### src/rtl/mem_arbiter_if.sv
// mem_arbiter_if: requester, response and memory-port signals of the arbiter
interface mem_arbiter_if #(
  parameter int ADDR_W = 32,
  parameter int DATA_W = 32
);
  logic              if_req_valid;
  logic [ADDR_W-1:0] if_addr;
  logic              if_req_ready;
  logic              if_rsp_valid;
  logic [DATA_W-1:0] if_rsp_data;
  logic              d_req_valid;
  logic [ADDR_W-1:0] d_addr;
  logic              d_we;
  logic [DATA_W-1:0] d_wdata;
  logic              d_req_ready;
  logic              d_rsp_valid;
  logic [DATA_W-1:0] d_rsp_data;
  logic              mem_en;
  logic              mem_we;
  logic [ADDR_W-1:0] mem_addr;
  logic [DATA_W-1:0] mem_wdata;
  logic [DATA_W-1:0] mem_rdata;
  logic              busy;
  modport slave (
    input  if_req_valid, if_addr, d_req_valid, d_addr, d_we, d_wdata, mem_rdata,
    output if_req_ready, if_rsp_valid, if_rsp_data, d_req_ready, d_rsp_valid, d_rsp_data,
           mem_en, mem_we, mem_addr, mem_wdata, busy
  );
  modport master (
    output if_req_valid, if_addr, d_req_valid, d_addr, d_we, d_wdata, mem_rdata,
    input  if_req_ready, if_rsp_valid, if_rsp_data, d_req_ready, d_rsp_valid, d_rsp_data,
           mem_en, mem_we, mem_addr, mem_wdata, busy
  );
endinterface

### src/rtl/mem_arbiter.sv
// mem_arbiter: fetch/data arbiter onto a single fixed-latency memory port
module mem_arbiter #(
  parameter int ADDR_W       = 32,
  parameter int DATA_W       = 32,
  parameter int MEM_LATENCY  = 1,
  parameter int STARVE_LIMIT = 4
) (
  input logic          clk,
  input logic          reset_n,
  mem_arbiter_if.slave bus
);
  typedef enum logic {IDLE, WAIT} state_t;
  localparam logic [2:0] LAT = 3'(MEM_LATENCY);
  localparam logic [3:0] LIM = 4'(STARVE_LIMIT);
  state_t     state;
  logic [2:0] lat;
  logic [3:0] starve;
  logic       sel_d;
  logic       is_store;
  logic       grant_f;
  logic       grant_d;
  logic       resp;
  // grant decision: data first unless fetch has waited STARVE_LIMIT data grants
  always_comb begin
    grant_f = state == IDLE && bus.if_req_valid && (!bus.d_req_valid || starve == LIM);
    grant_d = state == IDLE && bus.d_req_valid && !grant_f;
    resp    = state == WAIT && lat == LAT;
  end
  assign bus.if_req_ready = grant_f;
  assign bus.d_req_ready  = grant_d;
  assign bus.mem_en       = grant_f | grant_d;
  assign bus.mem_we       = grant_d & bus.d_we;
  assign bus.mem_addr     = grant_d ? bus.d_addr : grant_f ? bus.if_addr : ADDR_W'(0);
  assign bus.mem_wdata    = grant_d ? bus.d_wdata : DATA_W'(0);
  assign bus.if_rsp_valid = resp & ~sel_d;
  assign bus.d_rsp_valid  = resp & sel_d;
  assign bus.if_rsp_data  = bus.if_rsp_valid ? bus.mem_rdata : DATA_W'(0);
  assign bus.d_rsp_data   = bus.d_rsp_valid && !is_store ? bus.mem_rdata : DATA_W'(0);
  assign bus.busy         = state == WAIT;
  // accept one access, count its latency, and track fetch starvation
  always_ff @(posedge clk or negedge reset_n) begin
    if (!reset_n) begin
      state    <= IDLE;
      lat      <= '0;
      starve   <= '0;
      sel_d    <= 1'b0;
      is_store <= 1'b0;
    end else if (state == IDLE) begin
      if (grant_f || grant_d) begin
        state    <= WAIT;
        lat      <= 3'd1;
        sel_d    <= grant_d;
        is_store <= grant_d & bus.d_we;
      end
      if (grant_f)
        starve <= '0;
      else if (grant_d && bus.if_req_valid && starve != LIM)
        starve <= starve + 4'd1;
    end else if (resp) begin
      state    <= IDLE;
      lat      <= '0;
      sel_d    <= 1'b0;
      is_store <= 1'b0;
    end else begin
      lat <= lat + 3'd1;
    end
  end
endmodule

### src/flat_wrapper.sv
// flat-port wrapper written by rule: the top's interface ports become plain ports
module mem_arbiter_flat 
#(
  parameter int ADDR_W       = 32,
  parameter int DATA_W       = 32,
  parameter int MEM_LATENCY  = 1,
  parameter int STARVE_LIMIT = 4
)
  (clk, reset_n, bus_if_req_valid, bus_if_addr, bus_d_req_valid, bus_d_addr, bus_d_we, bus_d_wdata, bus_mem_rdata, bus_if_req_ready, bus_if_rsp_valid, bus_if_rsp_data, bus_d_req_ready, bus_d_rsp_valid, bus_d_rsp_data, bus_mem_en, bus_mem_we, bus_mem_addr, bus_mem_wdata, bus_busy);
  mem_arbiter_if #(.ADDR_W(ADDR_W), .DATA_W(DATA_W)) bus_i ();
  input logic clk;
  input logic reset_n;
  input wire logic [$bits(bus_i.if_req_valid)-1:0] bus_if_req_valid;
  input wire logic [$bits(bus_i.if_addr)-1:0] bus_if_addr;
  input wire logic [$bits(bus_i.d_req_valid)-1:0] bus_d_req_valid;
  input wire logic [$bits(bus_i.d_addr)-1:0] bus_d_addr;
  input wire logic [$bits(bus_i.d_we)-1:0] bus_d_we;
  input wire logic [$bits(bus_i.d_wdata)-1:0] bus_d_wdata;
  input wire logic [$bits(bus_i.mem_rdata)-1:0] bus_mem_rdata;
  output wire logic [$bits(bus_i.if_req_ready)-1:0] bus_if_req_ready;
  output wire logic [$bits(bus_i.if_rsp_valid)-1:0] bus_if_rsp_valid;
  output wire logic [$bits(bus_i.if_rsp_data)-1:0] bus_if_rsp_data;
  output wire logic [$bits(bus_i.d_req_ready)-1:0] bus_d_req_ready;
  output wire logic [$bits(bus_i.d_rsp_valid)-1:0] bus_d_rsp_valid;
  output wire logic [$bits(bus_i.d_rsp_data)-1:0] bus_d_rsp_data;
  output wire logic [$bits(bus_i.mem_en)-1:0] bus_mem_en;
  output wire logic [$bits(bus_i.mem_we)-1:0] bus_mem_we;
  output wire logic [$bits(bus_i.mem_addr)-1:0] bus_mem_addr;
  output wire logic [$bits(bus_i.mem_wdata)-1:0] bus_mem_wdata;
  output wire logic [$bits(bus_i.busy)-1:0] bus_busy;
  assign bus_i.if_req_valid = bus_if_req_valid;
  assign bus_i.if_addr = bus_if_addr;
  assign bus_i.d_req_valid = bus_d_req_valid;
  assign bus_i.d_addr = bus_d_addr;
  assign bus_i.d_we = bus_d_we;
  assign bus_i.d_wdata = bus_d_wdata;
  assign bus_i.mem_rdata = bus_mem_rdata;
  assign bus_if_req_ready = bus_i.if_req_ready;
  assign bus_if_rsp_valid = bus_i.if_rsp_valid;
  assign bus_if_rsp_data = bus_i.if_rsp_data;
  assign bus_d_req_ready = bus_i.d_req_ready;
  assign bus_d_rsp_valid = bus_i.d_rsp_valid;
  assign bus_d_rsp_data = bus_i.d_rsp_data;
  assign bus_mem_en = bus_i.mem_en;
  assign bus_mem_we = bus_i.mem_we;
  assign bus_mem_addr = bus_i.mem_addr;
  assign bus_mem_wdata = bus_i.mem_wdata;
  assign bus_busy = bus_i.busy;
  mem_arbiter #(.ADDR_W(ADDR_W), .DATA_W(DATA_W), .MEM_LATENCY(MEM_LATENCY), .STARVE_LIMIT(STARVE_LIMIT)) u_core (.clk(clk), .reset_n(reset_n), .bus(bus_i));
endmodule
### config.mk
export PLATFORM = sky130hd
export DESIGN_NAME = mem_arbiter_flat
export DESIGN_NICKNAME = d
export VERILOG_FILES = /design/src/rtl/mem_arbiter_if.sv /design/src/rtl/mem_arbiter.sv /design/src/flat_wrapper.sv
export SDC_FILE = /design/constraint.sdc
export NUM_CORES = 1
export LEC_CHECK = 0
export CAP_MARGIN = 0
export CORE_AREA = 5 5 102 104
export CTS_CLUSTER_DIAMETER = 100
export DETAILED_ROUTE_END_ITERATION = 6
export DIE_AREA = 0 0 107 109
export GPL_TIMING_DRIVEN = 0
export PLACE_DENSITY_LB_ADDON = 0.25
export REMOVE_ABC_BUFFERS = 1
export SKIP_CTS_REPAIR_TIMING = 1
export SYNTH_ARGS = -nofsm -noshare
export SYNTH_HDL_FRONTEND = slang
export SYNTH_SLANG_ARGS = --single-unit
export TNS_END_PERCENT = 50
### constraint.sdc
create_clock -name clk -period 2.85 [get_ports clk]
set_clock_uncertainty 0.2 [all_clocks]
set_input_delay 0.57 -clock clk [delete_from_list [all_inputs] [get_ports clk]]
set_output_delay 0.57 -clock clk [all_outputs]
set_load 0.02 [all_outputs]
==> results.json, run 1 <==
{
  "status": "complete, no violations",
  "htreeDepth": 1,
  "finalSetupTns_ps": 0,
  "cp.required_ps": 2080,
  "slowest_stage": "dfrtp_1",
  "cts.sink_count": 10,
  "end_kind": "output pin",
  "clkPwrFrac_pct": 6.9,
  "fmax_ghz": 0.361,
  "peakVddDrop_mv": 0.312,
  "hpwl_mm": 8.85,
  "met3_usage_pct": 5.45,
  "antenna_found_initial": 0,
  "grt_start_max_net_pins": 37,
  "initial_core_util_pct": 17.3,
  "busiest_layer": "met2",
  "cts-root-buf": "clkbuf_8",
  "syn_area_um2": 1640,
  "cp_num_buf_inv": 3,
  "fillers": 887,
  "vias": 2544,
  "start_kind": "register",
  "grt.total_usage_pct": 15.2,
  "path_max_fanout": 16,
  "yosysSeqAreaShare_pct": 15.3,
  "critPathTopFamily": "simple AND/OR/NAND/NOR gates",
  "drc": 0,
  "wirelength_mm": 11.1,
  "dieWidth_um": 107,
  "worst_slew_pin_slew_ps": 461,
  "cts_tree": "done",
  "antenna_left": 0,
  "top_level_ports": 268,
  "cts_buffers": 3,
  "portBuffers": 267,
  "use_met2_pct": 30.5,
  "max_slew_margin_pct": 69.1,
  "area_growth_pct": 203,
  "critPathKind": "reg2out",
  "min_path_type": "reg2reg",
  "drive_gt1_share_pct": 6.57,
  "cts_buffer_depth": 2,
  "post_synth.cell_area_avg_um2": 7.98,
  "seq_power_share_pct": 11.3,
  "syn_inst": 205,
  "internal_power_mw": 1.38,
  "rows": 36,
  "place_congestion": 0.801,
  "postSynth.asyncResetShare_pct": 100,
  "synth-seq-cells": 10,
  "ys_warn_count": 0,
  "setup_violations": 0,
  "post-route-period-util_pct": 97.2,
  "switching_share_pct": 46.5,
  "synth_edf_count": 0,
  "finalCriticalPeriod_ps": 2770,
  "ys.flop_type": "dfrtp_1",
  "power_mw": 2.58,
  "clk-insertion-delay-late_ps": 230,
  "drtPass1Iterations": 4,
  "comb_power_share_pct": 81.8,
  "ys_types": 35,
  "arrival_ps": 2000,
  "nNetsFinal": 610,
  "slowest_delay_ps": 380,
  "hold_viol": 0,
  "power_density_nw_per_um2": 520,
  "use_met1_pct": 14.8,
  "ff_latch_area_um2": 251,
  "cts.clk_slew.worst_paths_ps": 50,
  "drv_cap": 0,
  "die_height_um": 109,
  "drtIter0Drc": 128,
  "core_area_um2": 9460,
  "avgRoutedWirePerCell_um": 18.9,
  "crit_chain": "inv_1 -> ha_1 -> nand3b_4 -> nor3_4 -> buf_12 -> and2_1 -> dlymetal6s2s_1",
  "grt_pass1_wl_mm": 13.6,
  "grt_pass1_vias": 2381,
  "slew_violations": 0,
  "n_antenna_cell": 0,
  "multi_input_area_um2": 1310,
  "dieArea_um2": 11700,
  "avgViaCountPerCell": 4.34,
  "overflow": 0,
  "p_leak_nw": 4.05,
  "p_switching_mw": 1.20
}
## placed cells by master (no fill, tap or decap), types with 2 or more instances in the layout
master	synthesis	final
ha_1	4	3
clkbuf_8	0	4
nand2b_2	1	2
dfrtp_1	10	9
nand2_1	2	2
buf_12	0	6
inv_1	8	8
buf_4	2	3
a22o_1	32	32
nand3_1	5	5
o21ai_0	3	3
a21oi_1	2	2
nor3_4	1	2
nor2_1	2	2
clkdlybuf4s50_1	0	134
a21oi_4	1	2
a31o_2	2	2
and2_1	97	97
a41oi_4	1	2
nor2_4	1	2
dlymetal6s2s_1	0	132
## final cells by class
type,instances,share of cell area (%)
Timing Repair Buffer,277,63.9
Inverter,8,0.605
Clock buffer,4,1.11
Sequential cell,10,5.07
Multi-Input combinational cell,173,26.5
Tap cell,114,2.88
## registers in the layout, indices dropped and copies added, names as in the netlist
signal and flops:
u_core.bus.busy 1, u_core.is_store 1, u_core.lat 3, u_core.sel_d 1, u_core.starve 4
## per-stage QoR
| step | setup slack (ps) | instances | area, um^2 | hold slack (ps) | util [%] |
|---|---|---|---|---|---|
| after CTS | -1090 | 573 | 4410 | 352 | 46.6 |
| after global placement | -1480 | 568 | 4320 | 342 | 45.7 |
| after global routing | -3.02 | 586 | 4960 | 371 | 52.4 |
| after detailed placement | -1090 | 569 | 4350 | 344 | 46.0 |
| final | 80.1 | 586 | 4960 | 346 | 52.4 |
| after floorplan | -39.4 | 187 | 1510 | 74.4 | - |
## routing by layer
metal  wire length [um]  vias up
met4                180        0
li1                   -     1241
met2               6030      170
met3               1160       10
met5                  0        -
met1               3720     1123
## power groups by stage
| stage | registers, mW | clock network [mW] | logic, mW |
|---|---|---|---|
| 5_1_grt | 0.300 | 0.185 | 2.24 |
| 4_1_cts | 0.268 | 0.182 | 2.01 |
| 3_3_place_gp | 0.267 | 0 | 1.98 |
| 6_report | 0.292 | 0.178 | 2.11 |
| 3_5_place_dp | 0.270 | 0 | 2.00 |
| 2_1_floorplan | 0.264 | 0 | 0.985 |
## cells in the mapped netlist, types with 3 or more instances
| cell type | number | share of area (%) |
|---|---|---|
| a22o_1 | 32 | 17 |
| clkbuf_1 | 3 | 0.69 |
| and2_1 | 97 | 37 |
| o21ai_0 | 3 | 0.92 |
| inv_1 | 8 | 1.8 |
| ha_1 | 4 | 3.1 |
| dfrtp_1 | 10 | 15 |
| buf_6 | 6 | 4.1 |
| buf_2 | 3 | 0.92 |
| nand3_1 | 5 | 1.5 |
| clkbuf_2 | 4 | 1.2 |
## cell families (layout without fill, tap and decap cells)
group	after synthesis	count (layout)	share of synthesized area, %
AND/OR/NAND/NOR	116	118	45.6
AO/OA/AOI/OAI	47	49	25.2
buffers and inverters	26	289	9.71
flip-flops	10	10	15.3
adder cells (fa/ha/maj)	4	4	3.06
XOR/XNOR	1	1	0.535
multiplexers	1	1	0.612
## path summary, 6_finish.rpt
check / start / to / slack, ps / cells after the start
max: u_core.lat[1] / bus_d_rsp_data[15] / 80 / 7
min: u_core.starve[0] / u_core.starve[0] / 350 / 1
max reg2reg: u_core.starve[0] / u_core.is_store / 1170 / 6
min reg2reg: u_core.starve[0] / u_core.starve[0] / 350 / 1
max in group asynchronous: reset_n / u_core.bus.busy / 1650 / 1
min in group asynchronous: reset_n / u_core.starve[2] / 460 / 1
No activity file was read; power rests on OpenSTA's default activity.
==> inputs of run 2 (changes only) <==
CELL_PAD_IN_SITES_DETAIL_PLACEMENT = 0   (was not set)
CELL_PAD_IN_SITES_GLOBAL_PLACEMENT = 1   (was not set)
CORE_AREA = not set   (was 5 5 102 104)
CORE_MARGIN = 5   (was not set)
CORE_UTILIZATION = 14   (was not set)
DIE_AREA = not set   (was 0 0 107 109)
PLACE_DENSITY = 0.95   (was not set)
PLACE_DENSITY_LB_ADDON = not set   (was 0.25)
==> results.json, run 2 (synthesis results as in run 1) <==
{
  "drive_gt1_share_pct": 7.19,
  "place_area_um2": 4380,
  "setup_violations": 0,
  "fin_area_um2": 5060,
  "antenna_found_initial": 0,
  "max_slew_margin_pct": 68.1,
  "top_level_ports": 268,
  "drtPass1Iterations": 4,
  "power_density_nw_per_um2": 536,
  "crit_path_frequent_cell": "buf_12",
  "reg2reg_setup_slack_ps": 1160,
  "multi_input_area_um2": 1350,
  "core_area_um2": 11400,
  "path_max_fanout": 43,
  "hold_end": "u_core.lat[2]",
  "ff_latch_area_um2": 251,
  "top_regs": "u_core.starve x4, u_core.lat x3",
  "antenna_left": 0,
  "start_kind": "register",
  "htreeDepth": 1,
  "status": "complete, no violations",
  "fillers": 1055,
  "placed_cells": 598,
  "vias": 2613,
  "hold_start": "u_core.lat[2]",
  "final_cell_mix": "clkdlybuf4s50_1, dlymetal6s2s_1, and2_1, a22o_1, dfrtp_1",
  "final_common_cell": "clkdlybuf4s50_1",
  "slowest_delay_ps": 490,
  "finalSetupTns_ps": 0,
  "cts-root-buf": "clkbuf_16",
  "drv_cap": 0,
  "avgViaCountPerCell": 4.24,
  "dieArea_um2": 14000,
  "power_mw": 2.72,
  "clk-insertion-delay-late_ps": 240,
  "grt_pass1_wl_mm": 14.0,
  "slowest_stage": "dfrtp_2",
  "avgRoutedWirePerCell_um": 17.6,
  "grt_start_max_net_pins": 44,
  "grt_pass1_vias": 2651,
  "layout_setup_ws_ps": 68.6,
  "post-route-period-util_pct": 97.6,
  "peakVddDrop_mv": 0.262,
  "place_congestion": 0.828,
  "rr_worst_depth": 5,
  "dp_slack_ps": -1040,
  "cts.clk_slew.worst_paths_ps": 40,
  "hpwl_mm": 8.15,
  "wirelength_mm": 10.9,
  "grt.total_usage_pct": 12.0,
  "finalCriticalPeriod_ps": 2780,
  "r2r-end": "u_core.sel_d",
  "dieWidth_um": 118,
  "whs_path_depth": 2,
  "fmax_ghz": 0.360,
  "drc": 0,
  "worst_slew_pin_slew_ps": 477,
  "critPathKind": "reg2out",
  "die_height_um": 118,
  "arrival_ps": 2010,
  "area_growth_pct": 209,
  "rows": 39,
  "largest_reg_flops": 4,
  "min_path_type": "reg2reg",
  "hold_viol": 0,
  "slew_violations": 0,
  "p_leak_nw": 4.07,
  "r2r-start": "u_core.starve[0]",
  "cts_tree": "done",
  "cts_buffers": 3,
  "portBuffers": 267,
  "cts_buffer_depth": 2,
  "n_antenna_cell": 0,
  "overflow": 0,
  "nNetsFinal": 611,
  "drtIter0Drc": 75,
  "initial_core_util_pct": 14.3,
  "cts.sink_count": 10,
  "critPathTopFamily": "buffers and inverters",
  "instances_no_fill": 616,
  "cp.required_ps": 2080,
  "cp_num_buf_inv": 3,
  "top_register": "u_core.starve",
  "end_kind": "output pin",
  "crit_chain": "nand2b_2 -> a41oi_4 -> buf_12 -> buf_12 -> a22o_1 -> dlymetal6s2s_1"
}
-- run 2: layer usage --
| layer | vias up | GRT usage (%) | wire length [um] |
|---|---|---|---|
| li1 | 1246 | - | - |
| met1 | 1161 | 12.6 | 3950 |
| met2 | 192 | 22.5 | 5640 |
| met3 | 14 | 5.05 | 1090 |
| met4 | 0 | 1.94 | 178 |
| met5 | - | 0 | 0 |
-- run 2: worst max path at each step --
stage | startpoint | end | slack, ps | cells after the start
floorplan | u_core.bus.busy | bus_mem_addr[0] | -40 | 3
global placement | bus_d_req_valid | bus_mem_addr[17] | -1420 | 5
finish | u_core.bus.busy | bus_mem_addr[27] | 70 | 6
CTS | bus_d_req_valid | bus_mem_addr[17] | -1040 | 6
detailed placement | bus_d_req_valid | bus_mem_addr[17] | -1040 | 6
global route | u_core.bus.busy | bus_mem_wdata[22] | -30 | 6
-- run 2: stage by stage --
stage,hold slack [ps],util (%)
after floorplan,74.4,-
after global placement,325,38.2
after detailed placement,347,38.4
after CTS,372,39.1
after global routing,389,44.3
final,368,44.3
-- run 2: worst register-to-register path, stage by stage, from the launching register on --
cell and delay (ps):
dfrtp_1 420, inv_1 120, ha_4 230, a41oi_4 190, buf_4 200, a31o_2 200
-- run 2: area by class of cell --
cell class | instances | share of cell area [%]
clock buffer | 4 | 1.75
tap | 143 | 3.53
sequential | 10 | 4.97
inverter | 8 | 0.593
multi-input combinational | 174 | 26.7
timing repair buffer | 277 | 62.5
-- run 2: power by group --
group          internal (mW)  switching, mW  total [mW]
Sequential             0.198          0.101       0.299
Combinational           1.07           1.06        2.13
Clock                  0.212         0.0720       0.284
Total                   1.48           1.24        2.72
==> inputs of run 3 (changes only) <==
SLEW_MARGIN = 20   (was not set)
==> results.json, run 3 (synthesis results as in run 1) <==
{
  "top_regs": "u_core.starve x4, u_core.lat x3",
  "cp.required_ps": 2080,
  "slowest_stage": "dfrtp_2",
  "post-route-period-util_pct": 97.3,
  "crit_chain": "nand2b_2 -> a41oi_4 -> buf_16 -> buf_12 -> a22o_1 -> dlymetal6s2s_1",
  "whs_path_depth": 1,
  "cts_buffers": 3,
  "crit_start": "u_core.bus.busy",
  "top_register": "u_core.starve",
  "cts.clk_slew.worst_paths_ps": 40,
  "drv_cap": 0,
  "n_antenna_cell": 0,
  "place_area_um2": 4400,
  "rr_worst_depth": 5,
  "drtIter0Drc": 52,
  "top_level_ports": 268,
  "power_density_nw_per_um2": 535,
  "worst_slew_pin_slew_ps": 491,
  "avgViaCountPerCell": 4.20,
  "hpwl_mm": 8.24,
  "grt_pass1_vias": 2629,
  "antenna_found_initial": 0,
  "fin_area_um2": 4950,
  "max_slew_margin_pct": 67.1,
  "status": "complete, no violations",
  "die_height_um": 118,
  "cp_num_buf_inv": 3,
  "min_path_type": "reg2reg",
  "cts.sink_count": 10,
  "overflow": 0,
  "r2r-start": "u_core.starve[0]",
  "grt_start_max_net_pins": 34,
  "portBuffers": 267,
  "initial_core_util_pct": 14.3,
  "slew_violations": 0,
  "largest_reg_flops": 4,
  "antenna_left": 0,
  "p_leak_nw": 3.97,
  "hold_start": "u_core.starve[0]",
  "fmax_ghz": 0.361,
  "area_growth_pct": 202,
  "hold_end": "u_core.starve[0]",
  "reg2reg_setup_slack_ps": 1190,
  "avgRoutedWirePerCell_um": 17.2,
  "vias": 2584,
  "drtPass1Iterations": 4,
  "rows": 39,
  "path_max_fanout": 33,
  "final_cell_mix": "clkdlybuf4s50_1, dlymetal6s2s_1, and2_1, a22o_1, clkbuf_2",
  "cts_tree": "done",
  "critPathTopFamily": "buffers and inverters",
  "place_congestion": 0.828,
  "slowest_delay_ps": 490,
  "end_kind": "output pin",
  "cts_buffer_depth": 2,
  "nNetsFinal": 610,
  "dieWidth_um": 118,
  "grt_pass1_wl_mm": 14.2,
  "clk-insertion-delay-late_ps": 240,
  "core_area_um2": 11400,
  "drc": 0,
  "setup_violations": 0,
  "critPathKind": "reg2out",
  "dieArea_um2": 14000,
  "start_kind": "register",
  "drive_gt1_share_pct": 8.69,
  "finalCriticalPeriod_ps": 2770,
  "grt.total_usage_pct": 12.2,
  "final_common_cell": "clkdlybuf4s50_1",
  "arrival_ps": 2000,
  "placed_cells": 599,
  "instances_no_fill": 615,
  "wirelength_mm": 10.6,
  "cts-root-buf": "clkbuf_16",
  "htreeDepth": 1,
  "r2r-end": "u_core.is_store",
  "hold_viol": 0,
  "peakVddDrop_mv": 0.229
}
==> run 3: area by class of cell <==
class / instances / area (um^2)
inverters: 8 / 30.0
multi-input cells: 172 / 1280
flip-flops and latches: 10 / 253
fillers: 1098 / 6470
repair buffers: 278 / 3110
well taps: 143 / 179
clock buffers: 4 / 88.8
==> run 3: worst max-delay path by stage <==
stage | to | slack [ps] | cells past startpoint
global route | bus_mem_wdata[6] | -30 | 7
CTS | bus_mem_addr[17] | -1010 | 5
detailed placement | bus_mem_addr[17] | -990 | 5
floorplan | bus_mem_addr[0] | -40 | 3
global placement | bus_mem_addr[17] | -1420 | 5
finish | bus_mem_addr[23] | 80 | 6
==> run 3: metrics by stage <==
stage	utilization (%)	total power [mW]	hold slack, ps	worst slack (ps)	TNS (ps)
6_report	43.3	2.65	365	78.4	0
5_1_grt	43.3	2.82	383	-29.3	-44.9
4_1_cts	39.3	2.56	373	-1010	-80990
3_5_place_dp	38.5	2.27	358	-990	-62750
3_3_place_gp	38.2	2.20	325	-1420	-96490
2_1_floorplan	-	1.25	74.4	-39.4	-2150
==> run 3: routing by layer <==
metal / global-route usage [%] / share of wire (%) / vias up / wire length [um]
met3: 5.77 / 11 / 14 / 1180
met2: 22.8 / 51 / 192 / 5400
li1: - / - / 1236 / -
met1: 12.6 / 36 / 1142 / 3830
met4: 1.72 / 1.6 / 0 / 172
met5: 0 / 0 / - / 0
==> run 3: where the power goes <==
group          leakage, nW  internal, mW  switching (mW)
Sequential           0.126         0.199          0.0987
Clock               0.0442         0.211          0.0673
Combinational         3.80          1.04            1.03
Total                 3.97          1.45            1.20
